--- src/rtl/mux_pkg.sv ---
// Shared constants and elaboration-time helpers for the pipelined bus mux.
package mux_pkg;

  localparam int GROUP_SIZE = 4;

  function automatic int clog2(input int n);
    int r = 0;
    int v = n - 1;
    while (v > 0) begin
      r++;
      v = v >> 1;
    end
    return r;
  endfunction

  function automatic int group_count(input int n_ch);
    return (n_ch + GROUP_SIZE - 1) / GROUP_SIZE;
  endfunction

  // Number of 4:1 levels needed to reduce n_groups group outputs to one.
  function automatic int tree_levels(input int n_groups);
    int lv  = 1;
    int cap = GROUP_SIZE;
    while (cap < n_groups) begin
      cap = cap * GROUP_SIZE;
      lv++;
    end
    return lv;
  endfunction

  // Index of the first node of tree level l in a flat node array (level 0 = leaves).
  function automatic int tree_offset(input int levels, input int l);
    int off = 0;
    for (int i = 0; i < l; i++) off += GROUP_SIZE ** (levels - i);
    return off;
  endfunction

endpackage

--- src/rtl/mux4_bus.sv ---
// Combinational 4:1 multiplexer over WIDTH-bit buses; d holds inputs 0..3 from LSB up.
module mux4_bus #(
  parameter int WIDTH = 8
) (
  input  logic [4*WIDTH-1:0] d,
  input  logic [1:0]         sel,
  output logic [WIDTH-1:0]   y
);

  always_comb begin
    // NOTE: default assignment first so every path drives y and no latch is inferred.
    y = '0;
    case (sel)
      2'd0: y = d[0*WIDTH +: WIDTH];
      2'd1: y = d[1*WIDTH +: WIDTH];
      2'd2: y = d[2*WIDTH +: WIDTH];
      2'd3: y = d[3*WIDTH +: WIDTH];
      default: y = '0;
    endcase
  end

endmodule

--- src/rtl/mux_pipe_sel.sv ---
// Two-stage pipelined N_CH:1 bus mux with valid/ready backpressure, auto-scan and range flag.
module mux_pipe_sel
  import mux_pkg::*;
#(
  parameter int WIDTH = 8,
  parameter int N_CH  = 16,
  parameter int SEL_W = clog2(N_CH)
) (
  input  logic                  clk,
  input  logic                  rst_n,
  input  logic [N_CH*WIDTH-1:0] in_data,
  input  logic [SEL_W-1:0]      in_sel,
  input  logic                  mode,
  input  logic                  in_valid,
  output logic                  in_ready,
  output logic [WIDTH-1:0]      out_data,
  output logic [SEL_W-1:0]      out_chan,
  output logic                  out_err,
  output logic                  out_valid,
  input  logic                  out_ready
);

  localparam int G      = group_count(N_CH);
  localparam int LV     = tree_levels(G);
  localparam int LEAVES = GROUP_SIZE ** LV;
  localparam int TOTAL  = tree_offset(LV, LV) + 1;
  localparam int HI_W   = 2 * LV;

  logic             en;
  logic             accept;
  logic [SEL_W-1:0] scan_ptr;
  logic [SEL_W-1:0] idx;
  logic [1:0]       idx_lo;

  logic [WIDTH-1:0] chan    [GROUP_SIZE*G];
  logic [WIDTH-1:0] grp_mux [G];
  logic [WIDTH-1:0] grp_q   [G];
  logic [SEL_W-1:0] idx_q;
  logic             err_q;
  logic             v1;
  logic [HI_W-1:0]  idx_hi;
  logic [WIDTH-1:0] node    [TOTAL];

  // Global stall: both stages move together, so a full pipe never squeezes out bubbles.
  assign en       = !out_valid || out_ready;
  assign in_ready = en;
  assign accept   = in_valid && en;

  assign idx    = mode ? scan_ptr : in_sel;
  assign idx_lo = 2'(idx);

  for (genvar k = 0; k < GROUP_SIZE*G; k++) begin : g_chan
    if (k < N_CH) begin : g_real
      assign chan[k] = in_data[k*WIDTH +: WIDTH];
    end else begin : g_pad
      assign chan[k] = '0;
    end
  end

  for (genvar g = 0; g < G; g++) begin : g_grp
    mux4_bus #(.WIDTH(WIDTH)) u_grp (
      .d   ({chan[4*g+3], chan[4*g+2], chan[4*g+1], chan[4*g]}),
      .sel (idx_lo),
      .y   (grp_mux[g])
    );
  end

  // Entering scan mode always starts from channel 0 because mode=0 holds the pointer cleared.
  always_ff @(posedge clk or negedge rst_n) begin
    if (!rst_n) begin
      scan_ptr <= '0;
    end else if (!mode) begin
      scan_ptr <= '0;
    end else if (accept) begin
      // NOTE: non-blocking for all sequential state so every register samples pre-edge values.
      scan_ptr <= (scan_ptr == SEL_W'(N_CH - 1)) ? '0 : scan_ptr + 1'b1;
    end
  end

  always_ff @(posedge clk or negedge rst_n) begin
    if (!rst_n) begin
      v1    <= 1'b0;
      idx_q <= '0;
      err_q <= 1'b0;
    end else if (en) begin
      v1    <= in_valid;
      idx_q <= idx;
      err_q <= {1'b0, idx} >= (SEL_W+1)'(N_CH);
    end
  end

  // NOTE: group data registers carry no reset; v1/out_valid qualify them and this keeps the wide datapath cheap.
  always_ff @(posedge clk) begin
    if (en) grp_q <= grp_mux;
  end

  // Stage-2 tree: leaves are the registered groups (zero-padded), each level consumes two index bits.
  assign idx_hi = HI_W'(idx_q >> 2);

  for (genvar j = 0; j < LEAVES; j++) begin : g_leaf
    if (j < G) begin : g_used
      assign node[j] = grp_q[j];
    end else begin : g_pad
      assign node[j] = '0;
    end
  end

  for (genvar l = 1; l <= LV; l++) begin : g_lvl
    localparam int NODES = GROUP_SIZE ** (LV - l);
    localparam int OFF   = tree_offset(LV, l);
    localparam int PREV  = tree_offset(LV, l - 1);
    for (genvar j = 0; j < NODES; j++) begin : g_node
      mux4_bus #(.WIDTH(WIDTH)) u_node (
        .d   ({node[PREV+4*j+3], node[PREV+4*j+2], node[PREV+4*j+1], node[PREV+4*j]}),
        .sel (idx_hi[2*(l-1) +: 2]),
        .y   (node[OFF+j])
      );
    end
  end

  always_ff @(posedge clk or negedge rst_n) begin
    if (!rst_n) begin
      out_data  <= '0;
      out_chan  <= '0;
      out_err   <= 1'b0;
      out_valid <= 1'b0;
    end else if (en) begin
      out_data  <= err_q ? '0 : node[TOTAL-1];
      out_chan  <= idx_q;
      out_err   <= err_q;
      out_valid <= v1;
    end
  end

endmodule

--- config.mk ---
export PLATFORM = sky130hd
export DESIGN_NAME = mux_pipe_sel
export DESIGN_NICKNAME = d
export VERILOG_FILES = /design/src/rtl/mux_pkg.sv /design/src/rtl/mux4_bus.sv /design/src/rtl/mux_pipe_sel.sv
export SDC_FILE = /design/constraint.sdc
export NUM_CORES = 1
export LEC_CHECK = 0
export ABC_CLOCK_PERIOD_IN_PS = 3630
export CAP_MARGIN = 25
export CELL_PAD_IN_SITES_DETAIL_PLACEMENT = 0
export CELL_PAD_IN_SITES_GLOBAL_PLACEMENT = 1
export CORE_MARGIN = 2
export CORE_UTILIZATION = 49
export CTS_CLUSTER_DIAMETER = 50
export DETAILED_ROUTE_END_ITERATION = 8
export DONT_BUFFER_PORTS = 1
export PLACE_DENSITY_LB_ADDON = 0.1
export SYNTH_ARGS = -nofsm -noshare
export SYNTH_HDL_FRONTEND = slang
export SYNTH_SLANG_ARGS = --single-unit
export TNS_END_PERCENT = 30
--- constraint.sdc ---
create_clock -name clk -period 3.63 [get_ports clk]
set_input_delay 1.089 -clock clk [delete_from_list [all_inputs] [get_ports clk]]
set_output_delay 1.089 -clock clk [all_outputs]
set_load 0.01 [all_outputs]
=== Word level (Yosys, flattened, before mapping) ===
Index checks and enable logic that the tools add are counted.

* Register bits after elaboration: 54
* Input bits: 137
* Output and inout bits: 15

* Add/sub/neg operators: 1
* Eq/ne operators: 8
* Muxes and demuxes: 9
* Reduce and logical (&&, ||, !) cells: 5

{| class="wikitable"
|+ Operators with widths
! operator !! number
|-
| $pmux 8 s4 || 5
|-
| $mux 4 || 4
|-
| $eq 2x2->1 const B || 4
|-
| $add 4x1->4 const B || 1
|-
| $eq 2x1->1 const B || 2
|-
| $eq 4x4->1 const B || 1
|-
| $logic_not 2->1 || 2
|-
| $ne 2x1->1 const B || 1
|-
| $logic_and 1x1->1 || 1
|-
| $logic_not 1->1 || 1
|-
| $logic_or 1x1->1 || 1
|}

=== Longest topological paths before layout ===
* Depth in word-level cells: 5
* Depth in mapped cells: 6

=== Hierarchy ===
From an unflattened synthesis, not the netlist that was laid out.

* Cells, all modules: 186
* Area, all modules: 2894.0 sq um

{| class="wikitable"
|+ By module, submodules not included
! module !! instances !! cells an instance !! area an instance (sq um)
|-
| mux_pipe_sel || 1 || 136 || 1911.8
|-
| mux4_bus || 5 || 10 || 196.4
|}

=== Worst setup path before layout ===
OpenSTA, ideal clock, no wires.

* Path kind: input to output
* From: in out_ready
* To: out in_ready
* Arrival time: 2.485 ns
* Setup slack: 0.056 ns
* Stages: 4
* Buffers on the path: 2
* Path through: nor2b_1 -> clkbuf_1 -> inv_1 -> clkbuf_1

* Cells in the longest elaborated chain, start to end: 1

{| class="wikitable"
|+ Ends and longest elaborated chain
! item !! RTL line !! text
|-
| start, declared || mux_pipe_sel.sv:20 || <nowiki>input logic out_ready</nowiki>
|-
| $logic_or 1x1->1 || mux_pipe_sel.sv:45 || <nowiki>assign en = !out_valid || out_ready;</nowiki>
|-
| end, declared || mux_pipe_sel.sv:15 || <nowiki>output logic in_ready,</nowiki>
|}

No other way between the ends.

=== Worst setup path after layout ===
Ends and elaborated chain as after synthesis.

==> impl_results.md <==
- Status: finished, final reports clean
- GR peak layer: met2
- Via density per instance: slightly above 6
- Root Driver: clkbuf_8
- Vias in the first global route: 1712
- Clock Pin Slew Worst Setup and Hold Paths: 0.09 ns
- Synth Cell Area: 2880 sq um
- Crit path required time: 2.54 ns
- Total clock buffers created by CTS: 5
- CP Capture Type: output port
- Initial antenna violation count: 0
- Register bit total from synthesis: 54
- # DRC: 0
- Initial core utilization: 51.6%
- Max-slew violation count: 0
- Global route total overflow: 0
- Fin Setup TNS: 0 ns
- # rows: 27
- Relative slew slack: between 50% and 60%
- Tmin final: 2.63 ns
- # Post-CTS Setup Buffers: 0
- Clk_lat worst skew: 0.30 ns
- Largest net degree at the start of global routing: 52
- Cells after Synth: 183
- Antenna diodes: 0
- Resized Gates After CTS: 0
- Layout cell share with drive strength beyond 1: 30.0%
- Syn nets: around 320
- Unrepaired setup endpoints after global routing: no
- Power per cell area: 481 nW/um^2
- Routed vias: approximately 1600
- Met3 usage: 7.53%
- First-pass GRT wire length: 9090 um
- Clk_skew: ~0.0057 ns
- CTS tree: done
- Leak: approximately 1.1 nW
- HP Class: primary input to async pin
- Peak supply drop: 0.219 mV
- P&R area growth vs syn: 4.79%
- DP Wirelength: 4740 um
- Port bufs: 0
- Final Hold Vio Count: 0
- R2R Setup Slk: between 1.5 and 2 ns
- CTS Hold Bufs: 0
- CP Class: primary input to output port
- Htree depth: 2
- Drt first pass iters: 4
- Crit share post-route: ~72%
- R2R depth: 3
- Synth area leaders: edfxtp_1, mux4_2, dfrtp_1, nand2_1, buf_6
- Synth top area share: approximately a third
- WL/cell: between 20 and 25 um
- Die width: 80.6 um
- CTS max path bufs: 2
- Capturing point of the worst reg2reg path: grp_q[14]
- I/O pin cnt: around 150
- Area leader, netlist: edfxtp_1
- Clock sinks: 54
- FF-to-FF Start: scan_ptr[0]
- Critical Path Fanout Max: 25
- Sequential fraction of the synthesis area: between 50% and 60%
- Global Route Usage Sum: ~20%
- Data arrival, critical path: 1.54 ns
- Routed WL: 6230 um
- Core Area: ~5600 sq um
- Die extent in y: 80.6 um
- Met1 Resource Use GR: ~23%
- Grt met2 use: between 30% and 40%
- Critical path startpoint category: primary input
- Yosys warnings: 0
- DRT antenna net count: 0
- Fmax: 381 MHz
- Fin nets: between 300 and 400
- Worst slew pin tran: between 0.6 and 0.7 ns
- Post-synthesis cell type count: 24
- Final GP Congestion: 0.751
- MaxCap Viol Count: 0
- Final setup viols: 0
- Min Hold Slack: ~0.47 ns
- Die area: 6500 sq um
- 1st-iter DRT viols: 90
- Mapped Avg Cell Area: 15.7 sq um
[metrics by stage]
| stage | power [W] | cells | util, % | worst slack, ns | instance area (sq um) |
|---|---|---|---|---|---|
| after floorplan | 0.00106 | 183 | - | 0.0562 | 2880 |
| final | 0.00145 | 252 | 54.1 | 1.00 | 3010 |
| after global routing | 0.00153 | 252 | 54.1 | 0.969 | 3010 |
| after CTS | 0.00147 | 252 | 54.1 | 0.999 | 3010 |
| after detailed placement | 0.00111 | 244 | 52.2 | 0.904 | 2910 |
| after global placement | 0.00110 | 244 | 52.2 | 0.975 | 2910 |
[metal layers]
layer	wire (um)	share of wire (%)	vias up
met2	3500	56	78
met5	0	0	-
met1	2150	35	767
met4	45	0.72	0
met3	534	8.6	4
li1	-	-	706
[worst max-delay path, cell delays in order]
cell and delay, ns:
nor2b_2 0.08, buf_4 0.26, inv_2 0.10
[state kept, by name, indices dropped and copies added, names as in the netlist]
register   cells
v1             1
grp_q         32
scan_ptr       4
out_data       8
out_chan       4
idx_q          4
out_valid      1
[cells in the mapped netlist, drive strengths merged]
master / number
a21oi: 7
a31oi: 1
buf: 10
clkbuf: 5
conb: 1
dfrtp: 22
edfxtp: 32
ha: 1
inv: 4
mux2i: 4
mux4: 40
nand2: 41
nand2b: 1
nand3: 2
nor2: 2
nor2b: 1
o21ai: 5
o31ai: 2
or4: 2
[how the worst max path moves through the flow]
stage | from | endpoint | slack [ns]
finish | out_ready | in_ready | 1.00
global route | out_ready | in_ready | 0.97
CTS | out_ready | in_ready | 1.0
detailed placement | mode | grp_q[31] | 0.90
global placement | mode | grp_q[13] | 0.98
floorplan | out_ready | in_ready | 0.06
[cells in the final DEF, fill, tap and decap left out, types with 2 or more instances in the layout]
cell type / count
a21oi_1: 7
buf_4: 4
clkbuf_8: 5
dfrtp_1: 22
edfxtp_1: 32
inv_1: 3
mux2i_1: 2
mux2i_4: 2
mux4_2: 40
nand2_1: 41
nand3_1: 2
nor2_1: 2
o21ai_0: 5
o31ai_1: 2
or4_1: 2
[power by group]
group          internal (W)  switching, W  total, W
combinational      0.000143      0.000102  0.000245
sequential         0.000768     0.0000740  0.000842
clock              0.000176      0.000187  0.000363
total               0.00109      0.000363   0.00145
[kinds of logic (layout without fill, tap and decap cells)]
group,Yosys count,after routing,share of synthesized area [%]
AO/OA/AOI/OAI,15,15,2.83
adder cells (fa/ha/maj),1,1,0.435
buffers and inverters,19,16,3.83
flip-flops,54,54,52.6
multiplexers,44,44,33.3
other,1,1,0.130
AND/OR/NAND/NOR,49,49,6.92
[final cells by class]
cell class | count | area (sq um)
timing repair buffer | 4 | 30.0
sequential | 54 | 1510
tap | 72 | 90.1
fill | 471 | 2560
multi-input combinational | 110 | 1260
clock inverter | 1 | 3.75
clock buffer | 7 | 97.6
inverter | 4 | 15.0
Note: power is estimated with default switching activity, not from simulation.
